`src/rtl/flop_pipe_stage.sv`:
```
// Purpose: one register stage of the elastic pipe (valid flop + data register).
// Latency: 1 cycle from upstream beat to stage output when enabled.
// Backpressure: holds state while en is low; the ready chain lives in the parent.
//
// Ports:
//   clk, rst        - clock, synchronous active-high reset
//   flush           - synchronous clear of the valid bit (data untouched)
//   en              - stage may load this cycle (empty or downstream advancing)
//   up_valid/up_data- beat offered by the upstream stage (or the input port)
//   valid/data      - registered stage contents
module flop_pipe_stage #(
  parameter int               WIDTH    = 8,
  parameter logic [WIDTH-1:0] RST_VAL  = '0,
  parameter bit               RST_DATA = 1'b1
) (
  input  logic             clk,
  input  logic             rst,
  input  logic             flush,
  input  logic             en,
  input  logic             up_valid,
  input  logic [WIDTH-1:0] up_data,
  output logic             valid,
  output logic [WIDTH-1:0] data
);

  // Data only toggles when a real beat is captured; flush and reset leave it
  // alone (reset handles it separately below when RST_DATA is set).
  logic load;
  assign load = en && up_valid && !flush && !rst;

  always_ff @(posedge clk) begin
    if (rst) begin
      valid <= 1'b0;
    end else if (flush) begin
      valid <= 1'b0;
    end else if (en) begin
      valid <= up_valid;
    end
  end

  generate
    if (RST_DATA) begin : g_rst_data
      always_ff @(posedge clk) begin
        if (rst) begin
          data <= RST_VAL;
        end else if (load) begin
          data <= up_data;
        end
      end
    end else begin : g_no_rst_data
      always_ff @(posedge clk) begin
        if (load) begin
          data <= up_data;
        end
      end
    end
  endgenerate

endmodule

```
`src/rtl/flop_pipe_sync_rst.sv`:
```
// Purpose: DEPTH-stage elastic register pipeline with occupancy count and flush.
// Latency: DEPTH cycles from input handshake to out_valid through an empty pipe.
// Backpressure: valid/ready; bubbles collapse under stall, in_ready low only when full and stalled or flushing.
//
// Ports:
//   clk, rst               - clock, synchronous active-high reset
//   flush                  - synchronous clear of all stage valid bits
//   in_valid/in_data/in_ready    - input handshake
//   out_valid/out_data/out_ready - output handshake (last stage)
//   count                  - registered number of valid stages, 0..DEPTH
module flop_pipe_sync_rst #(
  parameter int               WIDTH    = 8,
  parameter int               DEPTH    = 3,
  parameter logic [WIDTH-1:0] RST_VAL  = '0,
  parameter bit               RST_DATA = 1'b1
) (
  input  logic                       clk,
  input  logic                       rst,
  input  logic                       flush,
  input  logic                       in_valid,
  input  logic [WIDTH-1:0]           in_data,
  output logic                       in_ready,
  output logic                       out_valid,
  output logic [WIDTH-1:0]           out_data,
  input  logic                       out_ready,
  output logic [$clog2(DEPTH+1)-1:0] count
);

  localparam int CW = $clog2(DEPTH+1);

  logic [DEPTH-1:0] v;
  logic [DEPTH-1:0] en;
  logic [DEPTH-1:0] up_v;
  logic [WIDTH-1:0] d    [DEPTH];
  logic [WIDTH-1:0] up_d [DEPTH];
  logic             in_hs;
  logic             out_hs;

  // Ready chain walked from the output back to the input: a stage may load
  // when it is empty or when everything downstream of it is moving.
  always_comb begin : p_ready_chain
    logic adv;
    adv = out_ready;
    en  = '0;
    for (int i = DEPTH - 1; i >= 0; i--) begin
      en[i] = !v[i] || adv;
      adv   = en[i];
    end
  end

  assign in_ready  = en[0] && !flush;
  assign in_hs     = in_valid && in_ready;
  assign out_valid = v[DEPTH-1];
  assign out_data  = d[DEPTH-1];
  assign out_hs    = out_valid && out_ready;

  // Stage 0 sees the accepted input beat; every other stage sees its predecessor.
  always_comb begin
    up_v    = '0;
    up_v[0] = in_hs;
    up_d[0] = in_data;
    for (int i = 1; i < DEPTH; i++) begin
      up_v[i] = v[i-1];
      up_d[i] = d[i-1];
    end
  end

  for (genvar i = 0; i < DEPTH; i++) begin : g_stage
    flop_pipe_stage #(
      .WIDTH    (WIDTH),
      .RST_VAL  (RST_VAL),
      .RST_DATA (RST_DATA)
    ) u_stage (
      .clk      (clk),
      .rst      (rst),
      .flush    (flush),
      .en       (en[i]),
      .up_valid (up_v[i]),
      .up_data  (up_d[i]),
      .valid    (v[i]),
      .data     (d[i])
    );
  end

  // Tracked incrementally rather than as a popcount of v so it is a clean
  // flop output; a flush drops everything in flight, including any beat
  // that was about to enter.
  always_ff @(posedge clk) begin
    if (rst) begin
      count <= '0;
    end else if (flush) begin
      count <= '0;
    end else begin
      count <= count + CW'(in_hs) - CW'(out_hs);
    end
  end

endmodule

```
`config.mk`:
```
export PLATFORM = sky130hd
export DESIGN_NAME = flop_pipe_sync_rst
export DESIGN_NICKNAME = d
export VERILOG_FILES = /design/src/rtl/flop_pipe_stage.sv /design/src/rtl/flop_pipe_sync_rst.sv
export SDC_FILE = /design/constraint.sdc
export NUM_CORES = 1
export LEC_CHECK = 0
export ABC_CLOCK_PERIOD_IN_PS = 2700
export CAP_MARGIN = 20
export CELL_PAD_IN_SITES_DETAIL_PLACEMENT = 2
export CELL_PAD_IN_SITES_GLOBAL_PLACEMENT = 2
export CORE_MARGIN = 2
export CORE_UTILIZATION = 31
export CTS_BUF_LIST = sky130_fd_sc_hd__clkbuf_8 sky130_fd_sc_hd__clkbuf_16
export CTS_CLUSTER_SIZE = 14
export DETAILED_ROUTE_END_ITERATION = 10
export GPL_ROUTABILITY_DRIVEN = 0
export HOLD_SLACK_MARGIN = 0.05
export PLACE_DENSITY_LB_ADDON = 0.1
export SYNTH_ARGS = -nofsm -noshare
export SYNTH_HDL_FRONTEND = slang
export SYNTH_SLANG_ARGS = --single-unit
```
`constraint.sdc`:
```
create_clock -name clk -period 2.7 [get_ports clk]
set_input_delay 0.405 -clock clk [delete_from_list [all_inputs] [get_ports clk]]
set_output_delay 0.405 -clock clk [all_outputs]
set_load 0.01 [all_outputs]
```
==> results.py <==
metrics = {
    "timing": {
        "setup_viol": 0,
        "slew_headroom_pct": 64.9,
        "whs_ns": 0.450,
        "fmax_mhz": 443,
        "tightestPinTransition_ns": 0.525,
        "rsz0062_at_grt": "false",
        "final.setup.tns_ns": 0,
        "hold_viol_final": 0,
        "setup_ws_ns": 0.442,
        "slew_violations": 0,
        "finalCriticalPeriod_ns": 2.26,
        "fin_crit_sh_pct": 83.6,
        "fin_skew_ns": 0.000968,
    },
    "die": {
        "start_util_pct": 32.0,
        "num_io_pins": 25,
        "die_area_um2": 4630,
        "die_width_um": 68.1,
        "row_count": 23,
        "die_h_um": 68.1,
        "core_um2": 3970,
    },
    "route": {
        "drc": 0,
        "vias": 994,
        "antenna_left": 0,
        "wl_per_cell_um": 14.5,
        "drt_iter0_drc": 55,
        "drtPass1Iterations": 4,
        "viasPerCell": 4.95,
        "totalWireLength_um": 2910,
    },
    "setup_path": {
        "reg2reg_slack_ns": 0.72,
        "critPathCaptureType": "register",
        "worst-r2r-cell-count": 9,
        "worstPathMaxFanout": 4,
        "cp.required_ns": 2.86,
        "r2r_end": "count[1]",
        "crit_arrival_ns": 2.42,
        "critPathKind": "in -> reg",
        "start_kind": "input pin",
        "worst_r2r_startpoint": "g_stage[1].u_stage.valid",
    },
    "clock_network": {
        "root_buffer": "clkbuf_8",
        "cts.clk_slew.worst_paths_ns": 0.06,
        "cts-resized-gates": 0,
        "numCtsBuffers": 5,
        "cts_setup_buffers": 0,
        "cts_tree": "done",
        "clock_sinks": 29,
        "clkLatencyLatePin_ns": 0.28,
        "htreeDepth": 2,
        "cts_buffer_depth": 2,
        "cts_hold_buf": 0,
    },
    "final_layout": {
        "final_nets": 166,
        "final_cell_mix": "29 x dfxtp_1, 24 x nand2_1, 24 x clkdlybuf4s50_1",
        "final_common_cell": "dfxtp_1",
        "area_growth_pct": 25.6,
        "stdcell_area_um2": 1600,
        "diodes": 0,
        "finish.utilization_pct": 40.2,
        "drive_gt1_share_pct": 15.9,
    },
    "yosys": {
        "netlist_area_um2": 1270,
        "yosys_warnings": 0,
        "synth_area_per_cell_um2": 9.79,
        "yosys_register_bits": 29,
        "synth_cell_types": 29,
        "syn_nets": 145,
        "yosys.area_share.xor_xnor_pct": 1.38,
        "synthMuxAreaShare_pct": 13.4,
        "synth-simple-area-share_pct": 20.4,
        "synthAdderAreaFrac_pct": 1.97,
        "syn_inst": 130,
        "seq_area_frac_synth_pct": 45.6,
        "synth_top_family_by_area": "simple AND/OR/NAND/NOR gates",
        "synth_compound_area_share_pct": 8.75,
    },
    "global_routing": {
        "grt_antenna_before_repair": 0,
        "grt_pass1_wl_um": 4690,
        "grt_use_total_pct": 14.3,
        "grtUsageMet1_pct": 18.4,
        "grt_pass1_vias": 948,
        "grt_max_degree": 14,
        "gr-total-overflow": 0,
        "gr-usage-met3_pct": 3.95,
        "grt.busiest_layer": "met2",
        "use_met2_pct": 20.8,
    },
    "power_and_ir_drop": {
        "p_per_area_nw_per_um2": 539,
        "ir_drop_uv": 204,
        "p_int_mw": 0.668,
        "switching_share_pct": 22.4,
        "p_comb_share_pct": 7.3,
        "sequentialPowerShare_pct": 51.3,
        "p_sw_mw": 0.193,
        "clkPwrFrac_pct": 41.4,
        "p_leak_nw": 0.658,
    },
    "placement": {
        "dp_slack_ns": 0.135,
        "placed_cell_area_um2": 1510,
        "io_buffers": 24,
        "dp_hpwl_um": 2130,
    },
    "outcome": {
        "status": "complete, no violations",
    },
    "min_path": {
        "whs_path_depth": 2,
        "holdPathEnd": "g_stage[2].u_stage.data[0]",
        "hold_start": "g_stage[1].u_stage.data[0]",
        "hold_class": "reg -> reg",
    },
    "flow_run": {
        "maxCapViolCount": 0,
    },
}
worst max-delay path, stage by stage:
cell	delay, ns
clkdlybuf4s50_1	0.50
and4b_2	0.26
nor3b_1	0.30
inv_1	0.08
ha_1	0.29
inv_1	0.06
ha_1	0.15
xor2_1	0.18
xnor2_1	0.13
nor3_1	0.06
layout make-up:
| type | count | area [µm²] |
|---|---|---|
| fillers | 451 | 2370 |
| clock buffers | 6 | 82.6 |
| multi-input cells | 83 | 583 |
| inverters | 4 | 15.0 |
| repair buffers | 28 | 270 |
| flip-flops and latches | 29 | 581 |
| clock inverters | 1 | 3.75 |
| well taps | 50 | 62.6 |
layer usage:
layer / share of wire, % / wire, µm
met5: 0 / 0
met4: 1.4 / 40
met3: 4.6 / 134
met2: 46 / 1350
met1: 47 / 1380
cell families (layout without fill, tap and decap cells):
family,Yosys count,after routing
xor+xnor,2,2
fa+ha+maj,2,2
simple gates,51,51
buf+inv,18,39
flops,29,29
compound gates,12,12
mux,16,16
registers in the layout (all words and copies together) (netlist names):
| signal | cells |
|---|---|
| g_stage.u_stage.data | 24 |
| count | 2 |
| g_stage.u_stage.valid | 3 |
per-stage QoR:
step / total power, mW / std cells
final: 0.860 / 201
after detailed placement: 0.515 / 194
after global placement: 0.513 / 194
after global routing: 0.899 / 201
after CTS: 0.874 / 201
after floorplan: 0.480 / 130
power groups by stage:
stage               Sequential, mW  Clock, mW  Combinational (mW)
floorplan                    0.450          0              0.0302
global placement             0.451          0              0.0618
detailed placement           0.451          0              0.0639
CTS                          0.442      0.368              0.0640
global route                 0.443      0.388              0.0686
finish                       0.442      0.356              0.0627
synth_stat cells:
cell / number / area, µm²
nor3_1: 2 / 10.0
nor2b_1: 8 / 50.1
and2_1: 1 / 6.26
mux2_2: 8 / 90.1
buf_4: 9 / 67.6
nor2_1: 2 / 7.51
xnor2_1: 1 / 8.76
and2_2: 1 / 7.51
xor2_1: 1 / 8.76
inv_2: 1 / 3.75
ha_1: 2 / 25.0
nand2b_1: 1 / 6.26
o21a_1: 1 / 7.51
mux2i_1: 8 / 80.1
buf_1: 1 / 3.75
and4b_2: 1 / 11.3
clkbuf_1: 3 / 11.3
nand2_1: 24 / 90.1
nor3b_2: 1 / 12.5
and2b_4: 1 / 10.0
nor3b_1: 1 / 7.51
buf_6: 1 / 11.3
o211ai_4: 1 / 21.3
inv_1: 3 / 11.3
o311ai_0: 8 / 70.1
nand3_1: 8 / 40.0
a21boi_0: 1 / 7.51
a21oi_1: 1 / 5.00
dfxtp_1: 29 / 581
worst max-delay path by stage:
stage,depth (start not counted),startpoint,slack (ns),end
6_report,10,out_ready,0.44,count[1]
2_1_floorplan,10,out_ready,0.72,count[1]
5_1_grt,10,out_ready,0.22,count[1]
3_5_place_dp,10,out_ready,0.14,count[1]
3_3_place_gp,10,out_ready,0.28,count[1]
4_1_cts,10,out_ready,0.43,count[1]
Power figures use the tool's default switching activity.
